<file path="src/rtl/cordic_axil_sched.sv">
// Round-robin job scheduler driving a memory-mapped CORDIC core over AXI4-Lite.
// Accepts one angle per job, starts the core, polls status, then returns cos/sin or an error.
module cordic_axil_sched #(
    parameter int ADDR_WIDTH = 4,
    parameter int POLL_MAX   = 16,
    parameter int POLL_GAP   = 2
) (
    input  logic                  clk,
    input  logic                  reset,
    input  logic                  req0_valid,
    input  logic [31:0]           req0_angle,
    output logic                  req0_ready,
    input  logic                  req1_valid,
    input  logic [31:0]           req1_angle,
    output logic                  req1_ready,
    output logic                  rsp_valid,
    input  logic                  rsp_ready,
    output logic                  rsp_id,
    output logic [31:0]           rsp_cos,
    output logic [31:0]           rsp_sin,
    output logic                  rsp_err,
    output logic [ADDR_WIDTH-1:0] M_AXI_AWADDR,
    output logic                  M_AXI_AWVALID,
    input  logic                  M_AXI_AWREADY,
    output logic [31:0]           M_AXI_WDATA,
    output logic [3:0]            M_AXI_WSTRB,
    output logic                  M_AXI_WVALID,
    input  logic                  M_AXI_WREADY,
    input  logic [1:0]            M_AXI_BRESP,
    input  logic                  M_AXI_BVALID,
    output logic                  M_AXI_BREADY,
    output logic [ADDR_WIDTH-1:0] M_AXI_ARADDR,
    output logic                  M_AXI_ARVALID,
    input  logic                  M_AXI_ARREADY,
    input  logic [31:0]           M_AXI_RDATA,
    input  logic [1:0]            M_AXI_RRESP,
    input  logic                  M_AXI_RVALID,
    output logic                  M_AXI_RREADY,
    output logic [2:0]            dbg_state
);
    typedef enum logic [2:0] {
        IDLE, WR_ANGLE, WR_START, POLL_WAIT, RD_STAT, RD_COS, RD_SIN, RESP
    } state_t;

    localparam int PW = $clog2(POLL_MAX + 1);
    localparam int GW = $clog2(POLL_GAP + 2);
    localparam logic [PW-1:0] POLL_LAST = PW'(POLL_MAX);
    localparam logic [GW-1:0] GAP_LAST  = GW'((POLL_GAP > 0) ? POLL_GAP - 1 : 0);
    localparam logic [ADDR_WIDTH-1:0] A_CTRL  = ADDR_WIDTH'(0);
    localparam logic [ADDR_WIDTH-1:0] A_ANGLE = ADDR_WIDTH'(4);
    localparam logic [ADDR_WIDTH-1:0] A_COS   = ADDR_WIDTH'(8);
    localparam logic [ADDR_WIDTH-1:0] A_SIN   = ADDR_WIDTH'(12);

    state_t        state, state_nx;
    logic          prio, id_q, err_q;
    logic [31:0]   angle_q, cos_q, sin_q;
    logic [PW-1:0] poll_cnt, poll_next;
    logic [GW-1:0] gap_cnt;
    logic          aw_done, w_done, ar_done;
    logic          any_req, grant_id, is_wr, is_rd;
    logic          aw_hs, w_hs, b_hs, ar_hs, r_hs, b_err, r_err, stat_done, rsp_hs;

    // Every channel transfers on the rising edge where VALID && READY; a VALID,
    // once raised, stays high with stable payload until that edge, then drops.
    assign aw_hs     = M_AXI_AWVALID && M_AXI_AWREADY;
    assign w_hs      = M_AXI_WVALID && M_AXI_WREADY;
    assign b_hs      = M_AXI_BVALID && M_AXI_BREADY;
    assign ar_hs     = M_AXI_ARVALID && M_AXI_ARREADY;
    assign r_hs      = M_AXI_RVALID && M_AXI_RREADY;
    assign b_err     = M_AXI_BRESP != 2'b00;
    assign r_err     = M_AXI_RRESP != 2'b00;
    assign stat_done = M_AXI_RDATA == 32'h0001_0000;
    assign rsp_hs    = rsp_valid && rsp_ready;
    assign poll_next = poll_cnt + 1'b1;
    assign any_req   = req0_valid || req1_valid;
    assign grant_id  = (req0_valid && req1_valid) ? prio : req1_valid;
    assign is_wr     = (state == WR_ANGLE) || (state == WR_START);
    assign is_rd     = (state == RD_STAT) || (state == RD_COS) || (state == RD_SIN);

    always_ff @(posedge clk) begin
        if (reset) state <= IDLE;
        else       state <= state_nx;
    end

    always_comb begin
        state_nx = state;
        case (state)
            IDLE:      if (any_req) state_nx = WR_ANGLE;
            WR_ANGLE:  if (b_hs) state_nx = b_err ? RESP : WR_START;
            WR_START:  if (b_hs) state_nx = b_err ? RESP : POLL_WAIT;
            POLL_WAIT: if (gap_cnt == GAP_LAST) state_nx = RD_STAT;
            RD_STAT: begin
                if (r_hs) begin
                    if (r_err)                       state_nx = RESP;
                    else if (stat_done)              state_nx = RD_COS;
                    else if (poll_next == POLL_LAST) state_nx = RESP;
                    else                             state_nx = POLL_WAIT;
                end
            end
            RD_COS:    if (r_hs) state_nx = r_err ? RESP : RD_SIN;
            RD_SIN:    if (r_hs) state_nx = RESP;
            RESP:      if (rsp_hs) state_nx = IDLE;
            default:   state_nx = IDLE;
        endcase
    end

    always_ff @(posedge clk) begin
        if (reset) begin
            prio     <= 1'b0;
            id_q     <= 1'b0;
            err_q    <= 1'b0;
            angle_q  <= '0;
            cos_q    <= '0;
            sin_q    <= '0;
            poll_cnt <= '0;
            gap_cnt  <= '0;
            aw_done  <= 1'b0;
            w_done   <= 1'b0;
            ar_done  <= 1'b0;
        end else begin
            if (state == IDLE && any_req) begin
                id_q    <= grant_id;
                angle_q <= grant_id ? req1_angle : req0_angle;
                prio    <= ~grant_id;
            end
            // Per-transaction channel flags live only while the FSM stays in one state.
            if (state_nx != state) begin
                aw_done <= 1'b0;
                w_done  <= 1'b0;
                ar_done <= 1'b0;
            end else begin
                if (aw_hs) aw_done <= 1'b1;
                if (w_hs)  w_done  <= 1'b1;
                if (ar_hs) ar_done <= 1'b1;
            end
            gap_cnt <= (state == POLL_WAIT) ? gap_cnt + 1'b1 : '0;
            if (is_wr && b_hs && b_err) err_q <= 1'b1;
            if (state == RD_STAT && r_hs) begin
                if (r_err) begin
                    err_q <= 1'b1;
                end else if (!stat_done) begin
                    poll_cnt <= poll_next;
                    if (poll_next == POLL_LAST) err_q <= 1'b1;
                end
            end
            if ((state == RD_COS || state == RD_SIN) && r_hs) begin
                if (r_err)                 err_q <= 1'b1;
                else if (state == RD_COS) cos_q <= M_AXI_RDATA;
                else                       sin_q <= M_AXI_RDATA;
            end
            if (state == RESP && rsp_hs) begin
                err_q    <= 1'b0;
                poll_cnt <= '0;
            end
        end
    end

    always_comb begin
        req0_ready    = (state == IDLE) && !reset && any_req && !grant_id;
        req1_ready    = (state == IDLE) && !reset && any_req && grant_id;
        M_AXI_AWVALID = is_wr && !aw_done;
        M_AXI_WVALID  = is_wr && !w_done;
        M_AXI_BREADY  = is_wr;
        M_AXI_AWADDR  = (state == WR_ANGLE) ? A_ANGLE : A_CTRL;
        M_AXI_WDATA   = (state == WR_ANGLE) ? angle_q : 32'h0000_0001;
        M_AXI_WSTRB   = 4'hF;
        M_AXI_ARVALID = is_rd && !ar_done;
        M_AXI_RREADY  = is_rd;
        M_AXI_ARADDR  = A_CTRL;
        if (state == RD_COS) M_AXI_ARADDR = A_COS;
        if (state == RD_SIN) M_AXI_ARADDR = A_SIN;
        rsp_valid     = state == RESP;
        rsp_id        = id_q;
        rsp_err       = err_q;
        rsp_cos       = err_q ? 32'h0 : cos_q;
        rsp_sin       = err_q ? 32'h0 : sin_q;
        dbg_state     = state;
    end
endmodule

</file>
<file path="config.mk">
export PLATFORM = sky130hd
export DESIGN_NAME = cordic_axil_sched
export DESIGN_NICKNAME = d
export VERILOG_FILES = /design/src/rtl/cordic_axil_sched.sv
export SDC_FILE = /design/constraint.sdc
export NUM_CORES = 1
export LEC_CHECK = 0
export CAP_MARGIN = 10
export CELL_PAD_IN_SITES_DETAIL_PLACEMENT = 2
export CELL_PAD_IN_SITES_GLOBAL_PLACEMENT = 2
export CORE_ASPECT_RATIO = 1.25
export CORE_MARGIN = 4
export CORE_UTILIZATION = 20
export DETAILED_ROUTE_END_ITERATION = 16
export PLACE_DENSITY_LB_ADDON = 0.1
export SYNTH_ARGS = -nofsm -noshare
export SYNTH_HDL_FRONTEND = slang
export SYNTH_SLANG_ARGS = --single-unit
</file>
<file path="constraint.sdc">
create_clock -name clk -period 1.5 [get_ports clk]
set_input_delay 0.375 -clock clk [delete_from_list [all_inputs] [get_ports clk]]
set_output_delay 0.375 -clock clk [all_outputs]
set_load 0.01 [all_outputs]
</file>
Word-level counts from Yosys, hierarchy flattened
Cells that the tools add are included.

operators by class
  add/sub/neg operators = 2
  equal/unequal tests = 11
  mux-type cells = 30
  bitwise gates (word level) = 5
  reduce and logical (&&, ||, !) cells = 39

operator list
  cell                    number
  $mux W32                4
  $mux W3                 14
  $eq A32 B17 Y1 const B  1
  $pmux W3 S8             1
  $logic_and A1 B1 Y1     20
  $eq A3 B3 Y1 const B    4
  $mux W1                 9
  $reduce_and A3 Y1       3
  $mux W4                 2
  $eq A3 B2 Y1 const B    2
  $reduce_or A2 Y1        3
  $add A5 B1 Y5 const B   1
  $eq A5 B5 Y1 const B    1
  $logic_not A1 Y1        5
  $logic_or A1 B1 Y1      5
  $not A1 Y1              5
  $reduce_bool A2 Y1      2
  $eq A3 B1 Y1 const B    1
  $logic_not A3 Y1        1
  $ne A3 B3 Y1            1
  $add A2 B1 Y2 const B   1
  $eq A2 B1 Y1 const B    1

storage, ports and cells
  flip-flop bits (word level) = 112
  output and inout port bits = 121

Depth between registers and ports, before layout
  depth in word-level cells = 12
  depth in mapped cells = 8

Worst setup path after synthesis
OpenSTA, ideal clock, no wires.

  path type = register to output
  start = register state[1], in the netlist dbg_state[1]
  end = output port req0_ready
  data arrival time = 1337 ps
  slack = -212 ps
  stages on the path, launching flop included = 6
  path through = dfxtp_1 -> buf_4 -> nor4_1 -> and3_1 -> clkbuf_1 -> buf_2

between the ends
  cells in the longest elaborated chain, start to end = 4

ends and longest elaborated chain
  item                               RTL line  RTL
  from (decl)                        54        state_t state, state_nx;
  from (signal assigned)             82        else state <= state_nx;
  $logic_not A3 Y1                   159       req0_ready = (state == IDLE) && !reset && any_req && !grant_id;
  $logic_and A1 B1 Y1 (3 in series)  159
  to (decl)                          12        output logic req0_ready,

Every way passes these cells.

Worst setup path after layout
  start = register state[1], in the netlist dbg_state[1]
  end = output port M_AXI_WDATA[0]

between the ends
  cells in the longest elaborated chain, start to end = 2

ends and longest elaborated chain
  item          RTL line  RTL
  $eq A3 B1 Y1  165       M_AXI_WDATA = (state == WR_ANGLE) ? angle_q : 32'h0000_0001;
  $mux W32      165
  to (decl)     25        output logic [31:0] M_AXI_WDATA,

Every way passes these cells.

==> results.json <==
{
  "p_leak_nw": 5.11,
  "port_buffers": 221,
  "peakVddDrop_mv": 0.596,
  "cp.required_ps": 1120,
  "hpwl_microns": 17900,
  "maxSlewViolCount": 0,
  "diodes": 0,
  "crit_arrival_ps": 1590,
  "yosysSeqAreaShare_pct": 43.1,
  "period_share_pct": 131,
  "ys_types": 48,
  "hold_viol": 0,
  "clk-insertion-delay-late_ps": 360,
  "fin_crit_ps": 1970,
  "worst_path_most_repeated_cell": "buf_12",
  "timing.final.ws_setup_ps": -466,
  "drive_above_1_share_pct": 63.9,
  "dpl.cell_count": 1246,
  "critical-path-top-delay-family": "simple AND/OR/NAND/NOR gates",
  "violations": "negative setup slack",
  "die_area_sq_um": 28700,
  "area_delta_synth_final_pct": 129,
  "multiInputGateArea_sq_um": 4540,
  "instances_no_fill": 1346,
  "tritoncts": "done",
  "die_w_microns": 152,
  "seqCellArea_sq_um": 2260,
  "die_h_microns": 188,
  "status": "finished, violations left",
  "grt_overflow": 0,
  "fmax_mhz": 509,
  "setup_viol": 218,
  "start_util_pct": 20.5,
  "wl_per_cell_microns": 24.2,
  "cp_max_fo": 6,
  "skew_ps": 11.0,
  "power_w": 0.0143,
  "worstSetupStartpointType": "flip-flop",
  "min_path_type": "primary input to flip-flop",
  "worstSetupPathType": "flip-flop to output port",
  "cap_violations": 0,
  "grt_pass1_wl_microns": 45800,
  "yosys_warnings": 0,
  "drc": 0,
  "crit_slowest_cell": "dfxtp_4",
  "grt_max_degree": 77,
  "cpPeakStageDelay_ps": 370,
  "async_reset_ff_share_pct": 0,
  "gp_congestion": 0.782,
  "drt_iter0_drc": 239,
  "synthCells": 658,
  "ys_ff_latch": 112,
  "synth_area_leaders": "dfxtp_1 (43%), nand2_1 (10%), nor2b_1 (8.3%), a21oi_1 (7.3%), a222oi_1 (6.2%)",
  "crit_buf_inv": 3,
  "fill_cells": 2543,
  "cellPowerDensity_nw_per_um2": 1200,
  "clockRootBuffer": "clkbuf_16",
  "grt_pass1_vias": 7362,
  "track_usage_pct": 20.4,
  "slew_headroom_pct": 40.2,
  "numCtsBuffers": 9,
  "cts.sinks": 112,
  "cp-end-kind": "output port",
  "drt-pass1-iter-count": 5,
  "rsz0062_at_grt": "true",
  "post_drt_via_cell_ratio": 4.76,
  "antenna_left": 0,
  "cp_cell_sequence": "buf_12, buf_12, nand2b_4, or3_4, buf_6",
  "syn_area_sq_um": 5210,
  "pin_count": 231,
  "mostFrequentLayoutCell": "buf_6",
  "layout_common_cells": "buf_6 (130), dfxtp_1 (107), nand2_4 (95), buf_4 (76), clkdlybuf4s50_1 (70)",
  "htreeDepth": 3,
  "core_area_sq_um": 25500,
  "antenna_found_initial": 0,
  "holdBufCountCts": 0,
  "syn_area_per_cell_sq_um": 7.91,
  "synth_top_area_share_pct": 43.1,
  "clock_path_buffers": 2,
  "synth.largest_area_cell": "dfxtp_1",
  "rows": 65,
  "nNetsFinal": 1119,
  "synth_edf_count": 0,
  "tightest_slew_ps": 898,
  "yosys_most_used_dff": "dfxtp_1",
  "vias": 6406,
  "wl_microns": 32500,
  "clkSlewWorstSetupHoldPaths_ps": 80
}
## area by class of cell
type	count	area share, %
flip-flops and latches	112	19.0
clock buffers	11	1.95
well taps	335	3.52
inverters	36	1.16
clock inverters	5	0.483
multi-input cells	457	38.2
repair buffers	390	35.8
## worst reg2reg max path: cells and delay by family, from the launching register on
family                 cells  cell delay (ps)
DFF                        1              370
and+or+nand+nor            4              510
AOI/OAI and AO/OA          1              140
buffers and inverters      6              850
## power breakdown
part / internal [W] / switching [W] / leakage [nW] / total [W]
clock: 0.00130 / 0.00124 / 0.143 / 0.00254
sequential: 0.00339 / 0.000330 / 0.911 / 0.00372
combinational: 0.00422 / 0.00379 / 4.05 / 0.00802
total: 0.00892 / 0.00536 / 5.11 / 0.0143
## flip-flops by register name, summed over array words and instances, names as in the netlist, 2 cells and up
name	flops
angle_q	32
cos_q	32
sin_q	32
poll_cnt	5
dbg_state	3
gap_cnt	2
## synth_stat cells (all sizes together), types with 4 or more instances
| master | instances |
|---|---|
| dfxtp | 112 |
| o21ai | 8 |
| nor2 | 13 |
| nand2 | 145 |
| and3 | 34 |
| a21oi | 76 |
| nor4 | 14 |
| and2 | 4 |
| nor2b | 69 |
| inv | 35 |
| a222oi | 32 |
| or3 | 4 |
| nand3 | 4 |
| buf | 30 |
| nor3 | 5 |
| nand2b | 4 |
| clkbuf | 30 |
## worst paths after layout
check / startpoint / end / slack [ps] / cells after the start
setup reg to reg: dbg_state[1] / cos_q[22] / -440 / 11
hold reg to reg: gap_cnt[0] / gap_cnt[0] / 460 / 1
setup / recovery: dbg_state[1] / M_AXI_WDATA[0] / -470 / 5
hold / removal: M_AXI_RDATA[9] / cos_q[9] / 330 / 3
## through the flow
stage,utilization (%),hold slack [ps],instance area [sq um],setup TNS (ps),setup WS [ps]
3_3_place_gp,33.0,412,8410,-87060,-990
5_1_grt,46.8,325,11900,-78570,-502
4_1_cts,41.1,285,10500,-68930,-535
3_5_place_dp,33.0,428,8410,-93590,-1150
2_1_floorplan,-,406,5380,-669,-41.1
6_report,46.8,329,11900,-65810,-466
## per-layer routing
metal  share of wire [%]  global-route usage, %
met5                   0                      0
met4                 1.8                   6.30
met2                  57                   39.9
met3                 6.2                   5.17
met1                  35                   21.2
## what timing repair did
item,CTS,global route
cloned,19,7
gates resized for setup,874,366
setup endpoints to repair,221,222
buffers inserted,54,21
pin swaps,130,153
hold endpoints to repair,0,0
## logic make-up (layout without fill, tap and decap cells)
family / Yosys count / in the layout / synth area share [%]
XOR/XNOR: 2 / 2 / 0.336
other: 2 / 9 / 0.144
AO/OA/AOI/OAI: 135 / 135 / 17.4
multiplexers: 2 / 2 / 0.384
AND/OR/NAND/NOR: 306 / 306 / 29.6
flip-flops: 112 / 112 / 43.1
adder cells (fa/ha/maj): 3 / 3 / 0.721
buffers and inverters: 96 / 442 / 8.36
Power figures use the tool's default switching activity.
==> edit 1, RTL diff (same flow settings) <==
Change the parameter `POLL_MAX` from 16 to 64.
--- a/src/rtl/cordic_axil_sched.sv
+++ b/src/rtl/cordic_axil_sched.sv
@@ -2,7 +2,7 @@
 // Accepts one angle per job, starts the core, polls status, then returns cos/sin or an error.
 module cordic_axil_sched #(
     parameter int ADDR_WIDTH = 4,
-    parameter int POLL_MAX   = 16,
+    parameter int POLL_MAX   = 64,
     parameter int POLL_GAP   = 2
 ) (
     input  logic                  clk,
Function: no difference found for any inputs over 4 cycles, from zero or initial values and one cycle with reset high; that may be too few to reach the edited logic, so the function may still have changed.
==> edit 1 against the unedited design <==
The run still ends with negative setup slack left. Power increased by 12%. Final cell count increased by 1.6%. Sequential power increased by 1%. Clock power increased by 67%. Sequential cell count increased by 2. Wire length decreased by 7.1%. Non-clock buffer count increased by 2. Largest cell class is now non-clock buffers. Core utilization decreased by 3.3 points. Count of clock-buffer cells in the layout increased by 8. Worst setup slack got worse by 0.060 ns. Critical path depth increased by 1. Area after synthesis decreased by 0.58%. Design area decreased by 7.2%.
==> edit 1: results (changes against the unedited design) <==
Critical path
  • CP endpoint: M_AXI_WDATA[22]
  • CP arrival: 1.65 ns (+0.06 ns)
  • Crit path max-delay family: buffers and inverters
  • Worst r2r path cells: 8 (-3)
  • Crit path from: dbg_state[0]

Finish
  • Fin nets: 1127 (+0.71%)
  • Filler instances: 2729 (+7.3%)
  • Fraction of layout instances using a drive strength above 1: 46.4% (-17 points)
  • Synthesis-to-finish area growth: 113%

Yosys
  • Yosys cell types: 45 (-6.3%)
  • Synth top cells by count: nand2_1, dfxtp_1, a21oi_1
  • Seq/Total Area, Yosys: 44.1% (+1.0 points)

Global routing
  • Total GRT Usage: 18.8% (-1.6 points)
  • Pin count of the biggest net entering global routing: 40 (-48%)
  • Vias in the first global route: 7230 (-1.8%)
  • GRT met1 Usage: 19.9% (-1.4 points)
  • Met3 GRT Util: 6.09% (+0.93 points)
  • Initial antenna violation count: 4 (+4)
  • Met2 Resource Use GR: 35.6% (-4.2 points)

Timing
  • Final setup vio count: 217 (-0.46%)
  • Slew HR: 65.6% (+25 points)
  • Clock Skew: 0.0111 ns (+0.0000675 ns)
  • Fin worst setup slack: -0.525 ns (-0.0595 ns)
  • Setup_tns: -47.30 ns (+18.51 ns)

Placed design
  • Placed insts: 1252 (+0.48%)
  • Gp weighted congestion: 0.757 (-3.3%)
  • Area after DPL: 8480 um2 (+0.80%)

Pwr
  • Comb power: 7.93 mW (-1%)
  • Power Density: 1440 nW/um2 (+20%)
  • Leakage power: 4.61 nW (-9.7%)
  • Seq pwr share: 23.7% (-2.4 points)
  • Max IR drop VDD: 0.804 mV (+35%)

Clocking
  • TritonCTS buffer count: 17 (+8)
  • Post-CTS resize count: 681 (-22%)
  • Setup Fix Bufs, Post-CTS: 38 (-30%)
  • Clock Latency Late Sink: 0.42 ns (+0.06 ns)

Routing
  • First DRT Iteration DRCs: 292 (+22%)
  • Detailed-router iteration count before antenna repair: 7 (+2)
  • WL final: 30200 um (-7.1%)
  • Via count: 6386 (-0.31%)

Min path
  • Hold Crit Depth: 4 (+1)
  • Worst Min Path Start: M_AXI_RDATA[17]

Run status
  • Outcome: complete, but fails checks
  • Failing checks: negative setup slack
==> edit 1: per-layer routing <==
| layer | share of wire (%) | up-vias |
|---|---|---|
| met5 | 0 | - |
| li1 | - | 2976 |
| met1 | 37 | 3192 |
| met2 | 56 | 195 |
| met4 | 1.4 | 0 |
| met3 | 5.8 | 23 |
==> edit 1: cell type report <==
class / count / area share, %
clock buffers: 19 / 3.92
flip-flops and latches: 114 / 20.8
repair buffers: 392 / 37.9
inverters: 39 / 1.36
well taps: 335 / 3.79
diodes: 4 / 0.0906
clock inverters: 13 / 1.46
multi-input cells: 451 / 30.6
==> edit 1: kinds of logic (layout without fill, tap and decap cells) <==
group | Yosys count | in the layout | synth area share, %
other | 2 | 13 | 0.145
DFF | 114 | 114 | 44.1
AOI/OAI and AO/OA | 142 | 142 | 18.1
buffers and inverters | 99 | 463 | 8.12
adders and majority gates | 2 | 2 | 0.483
xor gates and xnor gates | 1 | 1 | 0.169
and+or+nand+nor | 295 | 295 | 28.5
muxes | 2 | 2 | 0.411
==> edit 2, RTL diff (same flow settings) <==
Made on the original files. Reset style: asynchronous (`reset`), changed in 2 clocked blocks.
--- a/src/rtl/cordic_axil_sched.sv
+++ b/src/rtl/cordic_axil_sched.sv
@@ -77,7 +77,7 @@
     assign is_wr     = (state == WR_ANGLE) || (state == WR_START);
     assign is_rd     = (state == RD_STAT) || (state == RD_COS) || (state == RD_SIN);
 
-    always_ff @(posedge clk) begin
+    always_ff @(posedge clk or posedge reset) begin
         if (reset) state <= IDLE;
         else       state <= state_nx;
     end
@@ -104,7 +104,7 @@
         endcase
     end
 
-    always_ff @(posedge clk) begin
+    always_ff @(posedge clk or posedge reset) begin
         if (reset) begin
             prio     <= 1'b0;
             id_q     <= 1'b0;
Behaviour: differs if reset is asserted again (counterexample within 4 cycles, from zero or initial values and one cycle with reset high); with reset held inactive, the same outputs for 4 cycles.
==> edit 2 against the unedited design <==
The run still ends with negative setup slack left. Worst setup slack worse by 0.11 ns. Sequential cell count unchanged. Power up 35%. Critical path depth up 1. Area after synthesis up 4.9%. Design area down 5.7%. Die area up 4.7%. Wire length down 18%. Critical path type unchanged.
==> edit 2: results (changes against the unedited design) <==
Run status
  • Outcome: complete, but fails checks
  • Failing checks: negative setup slack

Finish
  • Fin nets: 969 (-13%)
  • Fin cells: 1207 (-10%)
  • Multi-input gate area: 3300 um2 (-27%)
  • Fraction of layout instances using a drive strength above 1: 59.3% (-4.6 points)

Timing
  • Setup_tns: -83.66 ns (-17.84 ns)
  • Fin worst setup slack: -0.574 ns (-0.108 ns)
  • Hold Worst Slack: 0.310 ns (-0.0181 ns)
  • Final setup vio count: 220 (+0.92%)

Critical path
  • Worst r2r path cells: 10 (-1)
  • CP endpoint: req0_ready
  • RR Endpoint: aw_done
  • RR Startpoint: dbg_state[2]
  • Worst path max stage delay: 0.44 ns (+0.07 ns)
  • CP arrival: 1.70 ns (+0.11 ns)
  • R2R setup slack: -0.49 ns (-0.05 ns)
  • Worst path slowest cell: dfrtp_2

Global routing
  • First-pass GRT wire length: 37600 um (-18%)
  • Vias in the first global route: 6210 (-16%)
  • Met3 GRT Util: 2.42% (-2.7 points)
  • GRT met1 Usage: 19.4% (-1.9 points)
  • Pin count of the biggest net entering global routing: 42 (-45%)
  • Met2 Resource Use GR: 30.8% (-9.1 points)

Pwr
  • Internal power: 12.4 mW (+39%)
  • Max IR drop VDD: 0.912 mV (+53%)
  • Leakage power: 5.23 nW (+2.4%)

Yosys
  • Synth top cells by count: dfrtp_1, nor2b_1, mux2_2
  • Syn Area/Cell: 11.1 um2 (+40%)
  • Seq/Total Area, Yosys: 51.3% (+8.2 points)
  • Synth area leaders: dfrtp_1, mux2_2, nor2b_1, a222oi_1, and2_1
  • Yosys cell types: 48 (unchanged)
  • Async SR Flop Fraction: 100% (+100 points)
  • Area leader, netlist: dfrtp_1

Clocking
  • Clock Latency Late Sink: around 0.37 ns
  • Setup Fix Bufs, Post-CTS: 41 (-24%)
  • Clk buf depth: 2 (unchanged)
  • Post-CTS resize count: 688 (-21%)

Routing
  • First DRT Iteration DRCs: 222 (-7.1%)
  • Routed wire per std cell: 22.1 um (-8.6%)
  • Max layer used: met5
  • Detailed-router iteration count before antenna repair: 7 (+2)
  • Met1 WL: 10900 um (-4.8%)
  • Via count: 5408 (-16%)

Placed design
  • Placed insts: 1115 (-11%)
  • HPWL Detailed: 16600 um (-6.9%)
  • Gp weighted congestion: 0.753 (-3.8%)
  • Area after DPL: 8990 um2 (+6.8%)

Min path
  • Worst Min Path Start: M_AXI_RDATA[30]
  • Worst Hold Path EP: cos_q[30]
-- edit 2: cell families (layout without fill, tap and decap cells) --
group / count (synthesis) / count (layout) / synth area share (%)
flip-flops: 112 / 112 / 51.3
other: 2 / 9 / 0.137
XOR/XNOR: 1 / 1 / 0.160
adder cells (fa/ha/maj): 2 / 2 / 0.458
AND/OR/NAND/NOR: 158 / 158 / 17.7
buffers and inverters: 84 / 445 / 6.50
multiplexers: 66 / 66 / 13.6
AO/OA/AOI/OAI: 69 / 69 / 10.2
-- edit 2: power groups by stage --
stage / sequential [mW] / clock (mW) / combinational, mW
floorplan: 4.94 / 0 / 4.08
global placement: 5.18 / 0 / 7.23
detailed placement: 5.24 / 0 / 7.43
CTS: 5.23 / 2.67 / 9.18
global route: 5.47 / 2.81 / 12.1
finish: 5.29 / 2.58 / 11.4
-- edit 2: layout make-up --
cell class	count	area share, %
multi-input cells	305	29.4
flip-flops and latches	112	25.0
repair buffers	390	37.6
clock inverters	7	0.702
well taps	345	3.84
inverters	39	1.47
clock buffers	9	2.01
